**config.mk**
```make
export PLATFORM = sky130hd
export DESIGN_NAME = spr_writeback_arbiter
export DESIGN_NICKNAME = d
export VERILOG_FILES = /design/src/rtl/spr_writeback_arbiter.sv
export SDC_FILE = /design/constraint.sdc
export NUM_CORES = 1
export LEC_CHECK = 0
export ABC_AREA = 1
export CORE_ASPECT_RATIO = 1.1
export CORE_MARGIN = 1
export CORE_UTILIZATION = 35
export CTS_CLUSTER_SIZE = 24
export DETAILED_ROUTE_END_ITERATION = 8
export PLACE_DENSITY_LB_ADDON = 0.08
export SLEW_MARGIN = 20
export SYNTH_ARGS = -nofsm -noshare
export SYNTH_HDL_FRONTEND = slang
export SYNTH_SLANG_ARGS = --single-unit
export TNS_END_PERCENT = 1
```
**constraint.sdc**
```tcl
create_clock -name clk -period 8.4 [get_ports clk]
set_clock_uncertainty 0.05 [all_clocks]
set_input_delay 1.68 -clock clk [delete_from_list [all_inputs] [get_ports clk]]
set_output_delay 1.68 -clock clk [all_outputs]
set_load 0.03 [all_outputs]
```
**src/rtl/spr_writeback_arbiter.sv**
```systemverilog
// -----------------------------------------------------------------------------
// spr_writeback_arbiter
//
// Serializes finished SPR results from UNITS execution units onto the single
// write port of the special-purpose register file (XER/LR/CTR), and broadcasts
// every accepted result with its reservation-station ID on the result bus.
// Round-robin arbitration; one registered output stage; results aimed at an
// unsupported SPR are dropped from the register-file write but still broadcast
// (so waiting reservation stations never deadlock) and raise a sticky error.
//
// Ports:
//   clk, rst          clock, asynchronous active-high reset
//   unit_valid[i]     unit i presents a result (held until unit_ready[i])
//   unit_ready[i]     unit i result accepted this cycle (combinational)
//   unit_addr[i]      destination SPR number
//   unit_value[i]     result value
//   unit_rs_id[i]     producing reservation-station ID
//   write_addr/_enable/_value   register-file write port (registered)
//   cdb_valid/_rs_id/_value     result bus (registered)
//   err_illegal_addr  sticky: a result targeted an unsupported SPR
//   err_unit          unit that caused the first illegal-address error
//   write_count       committed register-file writes (wraps)
// -----------------------------------------------------------------------------
module spr_writeback_arbiter #(
  parameter int UNITS       = 3,
  parameter int RS_ID_WIDTH = 5
) (
  input  logic                                 clk,
  input  logic                                 rst,
  input  logic [0:UNITS-1]                     unit_valid,
  output logic [0:UNITS-1]                     unit_ready,
  input  logic [0:UNITS-1][0:9]                unit_addr,
  input  logic [0:UNITS-1][0:31]               unit_value,
  input  logic [0:UNITS-1][0:RS_ID_WIDTH-1]    unit_rs_id,
  output logic [0:9]                           write_addr,
  output logic                                 write_enable,
  output logic [0:31]                          write_value,
  output logic                                 cdb_valid,
  output logic [0:RS_ID_WIDTH-1]               cdb_rs_id,
  output logic [0:31]                          cdb_value,
  output logic                                 err_illegal_addr,
  output logic [0:$clog2(UNITS)-1]             err_unit,
  output logic [0:31]                          write_count
);

  localparam int PTR_W = $clog2(UNITS);

  localparam logic [0:9] SPR_XER = 10'd1;
  localparam logic [0:9] SPR_LR  = 10'd8;
  localparam logic [0:9] SPR_CTR = 10'd9;

  logic [PTR_W-1:0]       rr_ptr_ff;
  logic [PTR_W-1:0]       grant_idx;
  logic [PTR_W-1:0]       next_ptr;
  logic [PTR_W:0]         cand;
  logic                   grant_any;
  logic                   xfer;
  logic                   sel_legal;
  logic [0:9]             sel_addr;
  logic [0:31]            sel_value;
  logic [0:RS_ID_WIDTH-1] sel_rs_id;

  // Round-robin search: candidates rr_ptr_ff, rr_ptr_ff+1, ... wrapping at
  // UNITS-1. cand has one spare bit so the sum cannot overflow before the wrap
  // subtraction.
  // NOTE: every signal written in always_comb gets a default first, so no
  // path through the block leaves it unassigned and no latch is inferred.
  always_comb begin
    grant_any = 1'b0;
    grant_idx = '0;
    cand      = '0;
    for (int k = 0; k < UNITS; k++) begin
      cand = {1'b0, rr_ptr_ff} + (PTR_W+1)'(k);
      if (cand >= (PTR_W+1)'(UNITS)) begin
        cand = cand - (PTR_W+1)'(UNITS);
      end
      if (!grant_any && unit_valid[cand[PTR_W-1:0]]) begin
        grant_any = 1'b1;
        grant_idx = cand[PTR_W-1:0];
      end
    end
  end

  // Ready is suppressed while reset is asserted so no unit believes a result
  // was accepted that the reset is about to throw away.
  assign xfer = grant_any && !rst;

  always_comb begin
    unit_ready = '0;
    if (xfer) begin
      unit_ready[grant_idx] = 1'b1;
    end
  end

  assign next_ptr = (grant_idx == PTR_W'(UNITS - 1)) ? '0 : grant_idx + PTR_W'(1);

  assign sel_addr  = unit_addr[grant_idx];
  assign sel_value = unit_value[grant_idx];
  assign sel_rs_id = unit_rs_id[grant_idx];
  assign sel_legal = (sel_addr == SPR_XER) || (sel_addr == SPR_LR) ||
                     (sel_addr == SPR_CTR);

  // Arbitration pointer: advances past the winner, holds when idle.
  // NOTE: sequential state uses non-blocking assignments so every register
  // samples the pre-edge values regardless of block or statement order.
  always_ff @(posedge clk or posedge rst) begin
    if (rst) begin
      rr_ptr_ff <= '0;
    end else if (grant_any) begin
      rr_ptr_ff <= next_ptr;
    end
  end

  // Output stage. Valid/enable strobes last exactly one cycle per transfer;
  // address and data fields simply hold when nothing is transferred.
  // NOTE: the data fields are reset too, because every output must read 0
  // during reset; they are plain flops, not a memory array.
  always_ff @(posedge clk or posedge rst) begin
    if (rst) begin
      write_enable <= 1'b0;
      write_addr   <= '0;
      write_value  <= '0;
      cdb_valid    <= 1'b0;
      cdb_rs_id    <= '0;
      cdb_value    <= '0;
    end else begin
      write_enable <= xfer && sel_legal;
      cdb_valid    <= xfer;
      if (xfer) begin
        write_addr  <= sel_addr;
        write_value <= sel_value;
        cdb_rs_id   <= sel_rs_id;
        cdb_value   <= sel_value;
      end
    end
  end

  // Sticky error; err_unit latches only the first offender.
  always_ff @(posedge clk or posedge rst) begin
    if (rst) begin
      err_illegal_addr <= 1'b0;
      err_unit         <= '0;
    end else if (xfer && !sel_legal && !err_illegal_addr) begin
      err_illegal_addr <= 1'b1;
      err_unit         <= grant_idx;
    end
  end

  // Counts writes actually presented to the register file (wraps naturally).
  always_ff @(posedge clk or posedge rst) begin
    if (rst) begin
      write_count <= '0;
    end else if (write_enable) begin
      write_count <= write_count + 32'd1;
    end
  end

endmodule

```
# After elaboration in Yosys (flattened, before gate mapping)
# Index checks and enable logic that the tools add are counted.
# word_totals
reg_bits	86
wordCells	77
ramBits	0
romBits	0
latch_bits	0
output_inout_bits	119
memories	0
# op_classes
n_reduce_logical	14
add_sub_neg	7
multipliers	0
shift	0
eq_ne	4
div	0
n_bitwise	4
muxes	31
n_lt_le_gt_ge	8
# op_table
cell	count
binary-select mux 32 bit (select 2 bit)	1
two-way mux 32 bit	2
adder 32 x 1 -> 32 bit, second input constant	1
binary-select mux 10 bit (select 2 bit)	1
== test 10 x 4 -> 1 bit, second input constant	2
two-way mux 10 bit	2
two-way mux 2 bit	7
greater-or-equal comparator 3 bit, second input constant	4
NOT 2 -> 3 bit	4
binary-select mux 5 bit (select 2 bit)	1
== test 10 x 1 -> 1 bit, second input constant	1
two-way mux 1 bit	10
two-way mux 5 bit	2
logical AND 1 bit	7
binary-select mux 1 bit (select 2 bit)	3
greater-or-equal comparator 3 x 2 -> 1 bit, second input constant	2
subtractor 2 bit, second input constant	3
zero test 1 bit	5
adder 2 x 1 -> 3 bit, second input constant	1
adder 2 x 2 -> 3 bit, second input constant	1
less-than comparator 3 x 1 -> 1 bit, second input constant	1
two-way mux 3 bit	1
adder 2 x 1 -> 2 bit, second input constant	1
demux 1 bit (select 2 bit)	1
3 further kinds	4

# Logic depth before layout (Yosys ltp)
# Gate-level depths: netlist of run 1.
# logic_depth
depth_word	23
ltp_mapped	19

# Worst setup path before layout of run 1
# Ideal clock, no wire load.
# synth_timing
path_type	input to output
from	input rst
to	output unit_ready[0] in the netlist's numbering
stages	4
arrival_time_ns	4.716
setup_slack_ns	1.954
required_ns	6.670
n_path_buf	1
path_cell_list	inv_1 -> nand2_1 -> clkbuf_1 -> nor2_1
# synth_via
elab_chain_cells	3
# synth_rtl
item	line_no	text
from (decl)	29	input logic rst,
zero test 1 bit (no line)	-	
logical AND 1 bit	86	assign xfer = grant_any && !rst;
two-way mux 3 bit	90	if (xfer) begin
to (decl)	31	output logic [0:UNITS-1] unit_ready,
# Every way passes these cells.

# Worst setup path after layout of run 1
# layout_timing
from	input unit_valid[2] in the netlist's numbering
to	output unit_ready[0] in the netlist's numbering
# layout_via
elab_chain_cells	16
word_cells_on_any_way	27
cone_classes	order compare: 2; mux: 18; bitwise: 1; reduce/logical: 6
# layout_rtl
item	line_no	text
from (decl)	30	input logic [0:UNITS-1] unit_valid,
binary-select mux 1 bit (select 2 bit)	77	if (!grant_any && unit_valid[cand[PTR_W-1:0]]) begin
two-way mux 1 bit (not written as such) (2 in series)	77	
two-way mux 1 bit	77	
zero test 1 bit	77	
logical AND 1 bit	77	
two-way mux 1 bit	77	
zero test 1 bit	77	
logical AND 1 bit	77	
two-way mux 2 bit	77	
NOT 2 -> 3 bit (not written as such)	91	unit_ready[grant_idx] = 1'b1;
greater-or-equal comparator 3 bit (not written as such) or less-than comparator 3 x 1 -> 1 bit (tied branches)	91	
logical AND 1 bit (not written as such)	91	
two-way mux 1 bit (not written as such)	91	
demux 1 bit (select 2 bit)	91	
two-way mux 3 bit (*)	90	
# Every way passes the cells marked *; elsewhere a longest branch is shown, timed or not. The select of a mux whose other input is x is not followed.

==> impl_metrics.tcl, run 1 <==
set metrics [dict create \
    outcome "finished, final reports clean" \
    setup_slack_ns 2.24 \
    rsz0062_at_grt "no" \
    pin_count 265 \
    cp.required_ns 6.67 \
    n_antenna_cell 0 \
    final_cell_count_no_fill 1023 \
    crit_slowest_cell "clkdlybuf4s50_1" \
    drt_iter0_drc 163 \
    cellPowerDensity_nw_per_um2 408 \
    ys_seq_elements 86 \
    num_vias 5024 \
    synthCells 611 \
    end_kind "output port" \
    place_ws_ns 2.26 \
    cp_cell_sequence "clkdlybuf4s50_1, inv_1, o21ai_0, nand2_2, nand4_1, nand2_2, buf_4, nor2_1, clkdlybuf4s50_1" \
    syn-cell-area_um2 4880 \
    crit_path_max_fanout 31 \
    grt_util_all_layers_pct 22.7 \
    clkLatencyLatePin_ns 0.33 \
    wl_um 16300 \
    cts.repair.resized 0 \
    final_util_pct 57.4 \
    initial_core_util_pct 36.4 \
    avgSynthCellArea_um2 7.99 \
    rows 44 \
    core_um2 13400 \
    gr-usage-met3_pct 6.21 \
    ys_types 30 \
    power_switching_uw 1610 \
    worst_slew_pin_slew_ns 0.995 \
    final_cell_mix "clkdlybuf4s50_1, nand2_1, dfrtp_1" \
    postCtsSetupBuffers 0 \
    fin_nets 985 \
    finalHoldViolations 0 \
    tritoncts "built" \
    path_clk_slew_ns 0.06 \
    yosysWarnings 0 \
    dieArea_um2 14400 \
    htree_levels 3 \
    drv_slew 0 \
    placed_cell_area_um2 7420 \
    portBuffers 264 \
    clock-sinks 86 \
    grt_pass1_wl_um 25400 \
    grt-ovfl-total 0 \
    slew_headroom_pct 33.5 \
    fill_cells 1272 \
    syn_to_final_growth_pct 58.0 \
    grt_pass1_vias 5091 \
    clock_path_buffers 2 \
    comb_power_share_pct 66.4 \
    drive_gt1_share_pct 4.89 \
    drv_cap 0 \
    p_int_uw 1530 \
    cts_root_buffer "clkbuf_16" \
    grt.met1_usage_pct 26.5 \
    yosysSeqAreaShare_pct 44.1 \
    numCtsBuffers 9 \
    die_x_um 115 \
    tns_ns 0 \
    avgRoutedWirePerCell_um 16.0 \
    cp-start-kind "input pin" \
    power_frac_seq_pct 21.0 \
    finalSetupViolations 0 \
    busiest_layer "met2" \
    met2_usage_pct 39.6 \
    detail-route-antenna-nets 0 \
    cts-hold-fix-buffers 0 \
    r2r_slack_ns 4.98 \
    power_leakage_uw 0.00331 \
    timing.final.crit_period_ns 6.16 \
    placed_cells 1007 \
    clkPwrFrac_pct 12.6 \
    sw_frac_of_total_pct 51.3 \
    max_freq_mhz 162 \
    grt_max_degree 50 \
    hp-class "flop to flop" \
    first_pass_iters 7 \
    drc 0 \
    worst_ep_arrival_time_ns 4.43 \
    dp_hpwl_um 12300 \
    layout_commonest_cell "clkdlybuf4s50_1" \
    die_h_um 126 \
    cp_slowest_stage_delay_ns 0.70 \
    period_share_pct 73.3 \
    syn_nets 762 \
    antenna_found_initial 0 \
    finish.instance_area_um2 7710 \
    ir_worst_vdd_mv 0.332 \
    place.gp.congestion 0.876 \
    routed_via_density 4.91 \
    critPathKind "input pin to output port" \
]
==> synthesized netlist by cell type <==
cell type / count / share of area (%)
buf_4: 35 / 5.4
xnor2_1: 8 / 1.4
ha_1: 5 / 1.3
o21ai_2: 1 / 0.18
buf_6: 4 / 0.92
nand2_1: 120 / 9.2
clkbuf_1: 9 / 0.69
inv_2: 4 / 0.31
inv_1: 45 / 3.5
nand3_1: 46 / 4.7
a31oi_1: 21 / 2.7
a21oi_1: 42 / 4.3
nor2_1: 76 / 5.8
buf_1: 1 / 0.077
inv_4: 1 / 0.13
nand2_4: 1 / 0.23
nor3_1: 9 / 0.92
o21bai_2: 1 / 0.23
buf_2: 7 / 0.72
o21ai_0: 12 / 1.2
nor3_2: 1 / 0.20
xor2_1: 22 / 3.9
dfrtp_1: 86 / 44
nand2_2: 3 / 0.38
nor2_4: 1 / 0.23
nor4_1: 4 / 0.51
nor2_2: 3 / 0.38
nand4_1: 16 / 2.0
nand3_2: 2 / 0.41
a22oi_1: 25 / 3.8
==> critical path, delay by kind of cell <==
family,cells,cell delay (ns)
buf+inv,4,1.66
simple gates,4,0.84
compound gates,1,0.23
==> routing by layer <==
metal | up-vias | wire length [um]
met4 | 0 | 394
met2 | 204 | 8110
met1 | 2344 | 6630
li1 | 2440 | -
met3 | 36 | 1200
met5 | - | 0
==> cell type report <==
type                            count  area [um2]  share of cell area (%)
Tap cell                          184         230                    2.98
Multi-Input combinational cell    419        2180                    28.2
Clock inverter                      6        62.6                   0.811
Sequential cell                    86        2150                    27.9
Inverter                           50         193                    2.50
Timing Repair Buffer              268        2670                    34.6
Clock buffer                       10         229                    2.97
==> stage by stage <==
step	hold WS (ns)	total power [uW]
after global routing	0.458	3360
after global placement	0.414	2720
after floorplan	0.530	2150
after CTS	0.445	3160
final	0.440	3140
after detailed placement	0.428	2760
==> logic make-up (layout without fill, tap and decap cells) <==
family / count (synthesis) / after routing / share of synthesized area (%)
xor gates and xnor gates: 30 / 30 / 5.38
and+or+nand+nor: 282 / 282 / 25.1
buffers and inverters: 106 / 334 / 11.7
AOI/OAI and AO/OA: 102 / 102 / 12.5
DFF: 86 / 86 / 44.1
adders and majority gates: 5 / 5 / 1.28
==> state kept, by name (all words and copies together), names as in the netlist <==
name	count
write_addr	10
cdb_rs_id	5
rr_ptr_ff	2
write_enable	1
write_count	32
err_illegal_addr	1
cdb_valid	1
err_unit	2
cdb_value	32
==> power groups by stage <==
stage | Clock (uW) | Combinational (uW) | Sequential, uW
after global routing | 424 | 2250 | 680
after detailed placement | 0 | 2090 | 668
final | 397 | 2090 | 661
after global placement | 0 | 2050 | 664
after floorplan | 0 | 1280 | 870
after CTS | 404 | 2090 | 665
==> path summary, 6_finish.rpt <==
path | to | cells past startpoint | from
setup reg to reg | err_unit[1]$_DFFE_PP0P_ | 18 | rr_ptr_ff[0]$_DFFE_PP0N_
setup / recovery | unit_ready[0] | 9 | unit_valid[2]
hold reg to reg | write_count[0]$_DFFE_PP0P_ | 1 | write_count[0]$_DFFE_PP0P_
max in group asynchronous | write_addr[7]$_DFFE_PP0P_ | 3 | rst
min in group asynchronous | cdb_value[21]$_DFFE_PP0P_ | 2 | rst
hold / removal | write_count[0]$_DFFE_PP0P_ | 1 | write_count[0]$_DFFE_PP0P_
Note: power is estimated with default switching activity, not from simulation.
==> inputs of run 2 (changes only) <==
clock period = 6.1 ns   (was 8.4 ns; I/O delays follow)
==> run 2 against run 1 <==
  * Register-to-register slack got worse by 2.2 ns
  * Global-route usage increased by 0.43 points
  * Via count about the same
  * Final area increased by 0.60%
  * Non-clock buffer count unchanged
  * Worst hold slack got worse by 0.020 ns
  * Combinational power increased by 38%
  * Sequential share of layout area decreased by 0.17 points
  * Die area unchanged
  * First-iteration DRC count increased by 64%
  * Clock power increased by 60%
  * Largest cell class unchanged
  * Largest power group unchanged
  * Highest routed layer unchanged
==> impl_metrics.tcl, run 2 (same netlist as run 1, synthesis figures left out) <==
set metrics [dict create \
    grt_pass1_vias 5022 \
    cts_root_buffer "clkbuf_16" \
    die_x_um 115 \
    fill_cells 1260 \
    rr_worst_depth 18 \
    cp_cell_sequence "clkdlybuf4s50_1, inv_1, o21ai_2, nand2_4, nand3_1, nand2_1, nor2_4, nand2_2, nor2_1, clkdlybuf4s50_1" \
    fin_nets 985 \
    htree_levels 3 \
    wl_um 16300 \
    crit_top_cell "clkdlybuf4s50_1" \
    syn_to_final_growth_pct 58.9 \
    postCtsSetupBuffers 0 \
    cts.repair.resized 0 \
    clock_path_buffers 2 \
    critPathKind "input pin to output port" \
    core_um2 13400 \
    ir_worst_vdd_mv 0.636 \
    p_int_uw 2190 \
    die_h_um 126 \
    grt-ovfl-total 0 \
    finalHoldViolations 0 \
    comb_power_share_pct 65.2 \
    final_cell_count_no_fill 1023 \
    layout_commonest_cell "clkdlybuf4s50_1" \
    whs_endpoint "write_count[0]$_DFFE_PP0P_" \
    tritoncts "built" \
    period_share_pct 84.0 \
    avgRoutedWirePerCell_um 16.0 \
    n_antenna_cell 0 \
    clkLatencyLatePin_ns 0.35 \
    first_pass_iters 5 \
    max_freq_mhz 195 \
    outcome "finished, final reports clean" \
    slew_headroom_pct 32.1 \
    r2r_slack_ns 2.74 \
    end_kind "output port" \
    drt_iter0_drc 268 \
    num_vias 5029 \
    worst_ep_arrival_time_ns 3.86 \
    drc 0 \
    drv_cap 0 \
    r2r_start "rr_ptr_ff[0]$_DFFE_PP0N_" \
    antenna_found_initial 0 \
    place.gp.congestion 0.845 \
    clkPwrFrac_pct 14.3 \
    portBuffers 264 \
    cp.required_ns 4.83 \
    power_switching_uw 2240 \
    sw_frac_of_total_pct 50.5 \
    grt_max_degree 56 \
    placed_cell_area_um2 7420 \
    path_clk_slew_ns 0.06 \
    reg_top3 "cdb_value: 32 flops, write_count: 32 flops, write_addr: 10 flops" \
    power_leakage_uw 0.00334 \
    clock-sinks 86 \
    worst_slew_pin_slew_ns 1.02 \
    placed_cells 1007 \
    detail-route-antenna-nets 0 \
    timing.final.crit_period_ns 5.13 \
    grt_pass1_wl_um 25800 \
    hp-class "flop to flop" \
    finalSetupViolations 0 \
    cellPowerDensity_nw_per_um2 571 \
    crit_slowest_cell "clkdlybuf4s50_1" \
    path_delay_family "buffers and inverters" \
    final_cell_mix "clkdlybuf4s50_1, nand2_1, dfrtp_1" \
    cp-start-kind "input pin" \
    tns_ns 0 \
    regToRegEndpoint "err_unit[0]$_DFFE_PP0P_" \
    grt_util_all_layers_pct 23.1 \
    pin_count 265 \
    rows 44 \
    drive_gt1_share_pct 4.89 \
    crit_path_max_fanout 18 \
    numCtsBuffers 9 \
    routed_via_density 4.92 \
    dp_hpwl_um 12300 \
    cp_num_buf_inv 3 \
    cts-hold-fix-buffers 0 \
    drv_slew 0 \
    rsz0062_at_grt "no" \
    cp_slowest_stage_delay_ns 0.71 \
    worstHoldStart "write_count[0]$_DFFE_PP0P_" \
    dieArea_um2 14400 \
    min_path_cells 1 \
    initial_core_util_pct 36.4 \
    finish.instance_area_um2 7760 \
    power_frac_seq_pct 20.4 \
]
[run 2: cell types whose count changed in the layout (fill, tap and decap cells not counted)]
cell / delta
clkinvlp_4: -3
bufinv_16: +2
inv_6: +1
[run 2: stage by stage]
stage               power [uW]  setup WS [ns]  utilization [%]  hold slack [ns]
global route              4730          0.813             57.8            0.452
CTS                       4450           1.01             57.8            0.425
global placement          3760           1.10             55.3            0.413
floorplan                 2970          0.574                -            0.530
finish                    4430          0.973             57.8            0.421
detailed placement        3810           1.02             55.3            0.415
[run 2: worst max path at each step]
stage / startpoint / to / slack [ns] / cells past startpoint
after detailed placement: unit_valid[2] / unit_ready[0] / 1.02 / 10
final: unit_valid[2] / unit_ready[0] / 0.97 / 10
after global placement: unit_valid[2] / unit_ready[0] / 1.10 / 10
after global routing: unit_valid[2] / unit_ready[0] / 0.81 / 10
after floorplan: rst / unit_ready[0] / 0.57 / 4
after CTS: unit_valid[2] / unit_ready[0] / 1.01 / 10
[run 2: cell type report]
class	count	area [um2]	share of cell area [%]
timing repair buffer	268	2670	34.4
inverter	50	193	2.48
multi-input combinational	419	2180	28.0
clock inverter	6	109	1.40
clock buffer	10	229	2.95
sequential	86	2150	27.7
tap	184	230	2.97
[run 2: power by group through the flow]
stage          registers (uW)  clock network [uW]  logic, uW
4_1_cts                   907                 645       2900
2_1_floorplan            1200                   0       1770
5_1_grt                   928                 669       3130
3_3_place_gp              908                   0       2850
6_report                  905                 634       2890
3_5_place_dp              909                   0       2900
[run 2: routing by layer]
layer	part of all wire, %	track usage (%)
met1	40	26.8
met4	2.4	9.32
met3	7.3	5.68
met2	50	40.5
met5	0	0
[run 2: worst register-to-register path: stages (launching register included)]
cell and delay (ns):
dfrtp_1 0.41, inv_1 0.09, ha_1 0.39, inv_2 0.15
nand2_1 0.07, nand3_1 0.06, nand2_1 0.11, nand2_1 0.09
nand2_1 0.05, nand2_1 0.07, nand2_1 0.28, nor2_4 0.90
nand2_1 0.10, nand3_1 0.12, nor2_1 0.06, nand2_1 0.07
o21bai_2 0.09, nand2_1 0.06, nand2_1 0.04
==> inputs of run 3 (changes only) <==
clock period = 4.2 ns   (was 6.1 ns; I/O delays follow)
==> run 3 against run 2 <==
  * Critical path depth rose by 1
  * Clock power is 20% higher
  * Sequential cell count is the same
  * Critical endpoint is now unit_ready[2]
  * Largest cell class unchanged
==> impl_metrics.tcl, run 3 (same netlist as run 1, synthesis figures left out) <==
set metrics [dict create \
    outcome "finished, final reports clean" \
    timing.final.crit_period_ns 3.97 \
    hp-class "flop to flop" \
    first_pass_iters 5 \
    pin_count 265 \
    cp-start-kind "input pin" \
    finalHoldViolations 0 \
    tritoncts "built" \
    cts.repair.resized 0 \
    cp_slowest_stage_delay_ns 0.71 \
    htree_levels 3 \
    antenna_found_initial 0 \
    cts-hold-fix-buffers 0 \
    power_leakage_uw 0.00334 \
    drt_iter0_drc 258 \
    drive_gt1_share_pct 5.57 \
    fin_nets 990 \
    worst_ep_arrival_time_ns 3.08 \
    rows 44 \
    cp-startpoint "unit_valid[1]" \
    finalSetupViolations 0 \
    tns_ns 0 \
    cp_num_buf_inv 4 \
    rsz0062_at_grt "no" \
    final_cell_mix "clkdlybuf4s50_1, nand2_1, dfrtp_1" \
    grt-ovfl-total 0 \
    clock_path_buffers 2 \
    core_um2 13400 \
    critPathKind "input pin to output port" \
    crit_path_max_fanout 17 \
    placed_cells 1012 \
    cp_cell_sequence "clkdlybuf4s50_1, inv_1, nand2_1, nand3_1, nand2_1, nand3_2, nor2_2, nor2_4, buf_4, nor2_1, clkdlybuf4s50_1" \
    reg_top3 "cdb_value: 32 flops, write_count: 32 flops, write_addr: 10 flops" \
    clock-sinks 86 \
    drv_slew 0 \
    grt_util_all_layers_pct 22.9 \
    detail-route-antenna-nets 0 \
    placed_cell_area_um2 7470 \
    dieArea_um2 14400 \
    worst_slew_pin_slew_ns 0.711 \
    grt_pass1_wl_um 25600 \
    ir_worst_vdd_mv 0.752 \
    cp.required_ns 3.31 \
    numCtsBuffers 9 \
    initial_core_util_pct 36.4 \
    layout_commonest_cell "clkdlybuf4s50_1" \
    period_share_pct 94.5 \
    drv_cap 0 \
    avgRoutedWirePerCell_um 16.0 \
    end_kind "output port" \
    clkLatencyLatePin_ns 0.33 \
    fill_cells 1278 \
    num_vias 5074 \
    whs_ns 0.427 \
    n_antenna_cell 0 \
    drc 0 \
    portBuffers 264 \
    syn_to_final_growth_pct 59.0 \
    final_cell_count_no_fill 1028 \
    grt_pass1_vias 5112 \
    place.gp.congestion 0.855 \
    crit_slowest_cell "clkdlybuf4s50_1" \
    finish.instance_area_um2 7760 \
    cellPowerDensity_nw_per_um2 820 \
    path_delay_family "buffers and inverters" \
    worstHoldStart "err_unit[0]$_DFFE_PP0P_" \
    r2r_slack_ns 1.27 \
    die_h_um 126 \
    cts_root_buffer "clkbuf_16" \
    routed_via_density 4.94 \
    die_x_um 115 \
    grt_max_degree 56 \
    path_clk_slew_ns 0.07 \
    wl_um 16400 \
    dp_hpwl_um 12600 \
    postCtsSetupBuffers 0 \
    max_freq_mhz 252 \
    r2r_start "rr_ptr_ff[0]$_DFFE_PP0N_" \
    slew_headroom_pct 52.6 \
]
## run 3: cell types whose count changed in the layout (fill, tap and decap cells not counted), sizes merged
cell           previous run  this run
bufinv                    3         0
clkinvlp                  0         3
clkdlybuf4s50           264       263
inv                      51        49
clkinv                    2         4
dlymetal6s2s              0         1
buf                       4         9
## run 3: cell type report
cell class                 count  area (um2)  area share [%]
clock buffer                  10         239            3.08
clock inverter                 6        46.3           0.596
inverter                      50         194            2.50
multi-input combinational    419        2180            28.0
sequential                    86        2150            27.7
tap                          184         230            2.97
timing repair buffer         273        2730            35.1
## run 3: layer usage
layer | up-vias | GRT usage (%) | routed length, um
li1 | 2464 | - | -
met1 | 2378 | 25.9 | 6350
met2 | 210 | 41.1 | 8510
met3 | 22 | 6.26 | 1230
met4 | 0 | 7.64 | 340
met5 | - | 0 | 0
## run 3: final timing paths
check	to	cells after the start
max	unit_ready[2]	11
max in group asynchronous	write_count[17]$_DFFE_PP0P_	4
max reg2reg	err_unit[1]$_DFFE_PP0P_	18
min	err_unit[0]$_DFFE_PP0P_	2
min in group asynchronous	write_enable$_DFF_PP0_	3
min reg2reg	err_unit[0]$_DFFE_PP0P_	2
## run 3: worst reg2reg max path, cell delays in order, from the launching register on
cell and delay, ns:
dfrtp_1 0.40, inv_1 0.08, ha_1 0.40, inv_2 0.15
nand2_1 0.08, nand3_1 0.06, nand2_1 0.10, nand2_1 0.09
nand2_1 0.05, nand2_1 0.05, nand2_1 0.29, nor2_4 0.48
nand2_1 0.10, nand3_1 0.09, nor2_1 0.05, nand2_1 0.09
o21bai_2 0.10, nand2_1 0.07, nand2_1 0.04
## run 3: power breakdown
group / switching [uW] / internal (uW)
Combinational: 2710 / 1580
Clock: 343 / 420
Sequential: 210 / 1100
Total: 3260 / 3100
## run 3: through the flow
stage          total power (uW)  setup slack, ns  utilization [%]
2_1_floorplan              4310            0.244                -
3_3_place_gp               5550            0.297             55.6
3_5_place_dp               5620            0.202             55.6
4_1_cts                    6400            0.189             57.8
5_1_grt                    6810           0.0304             57.8
6_report                   6360            0.232             57.8
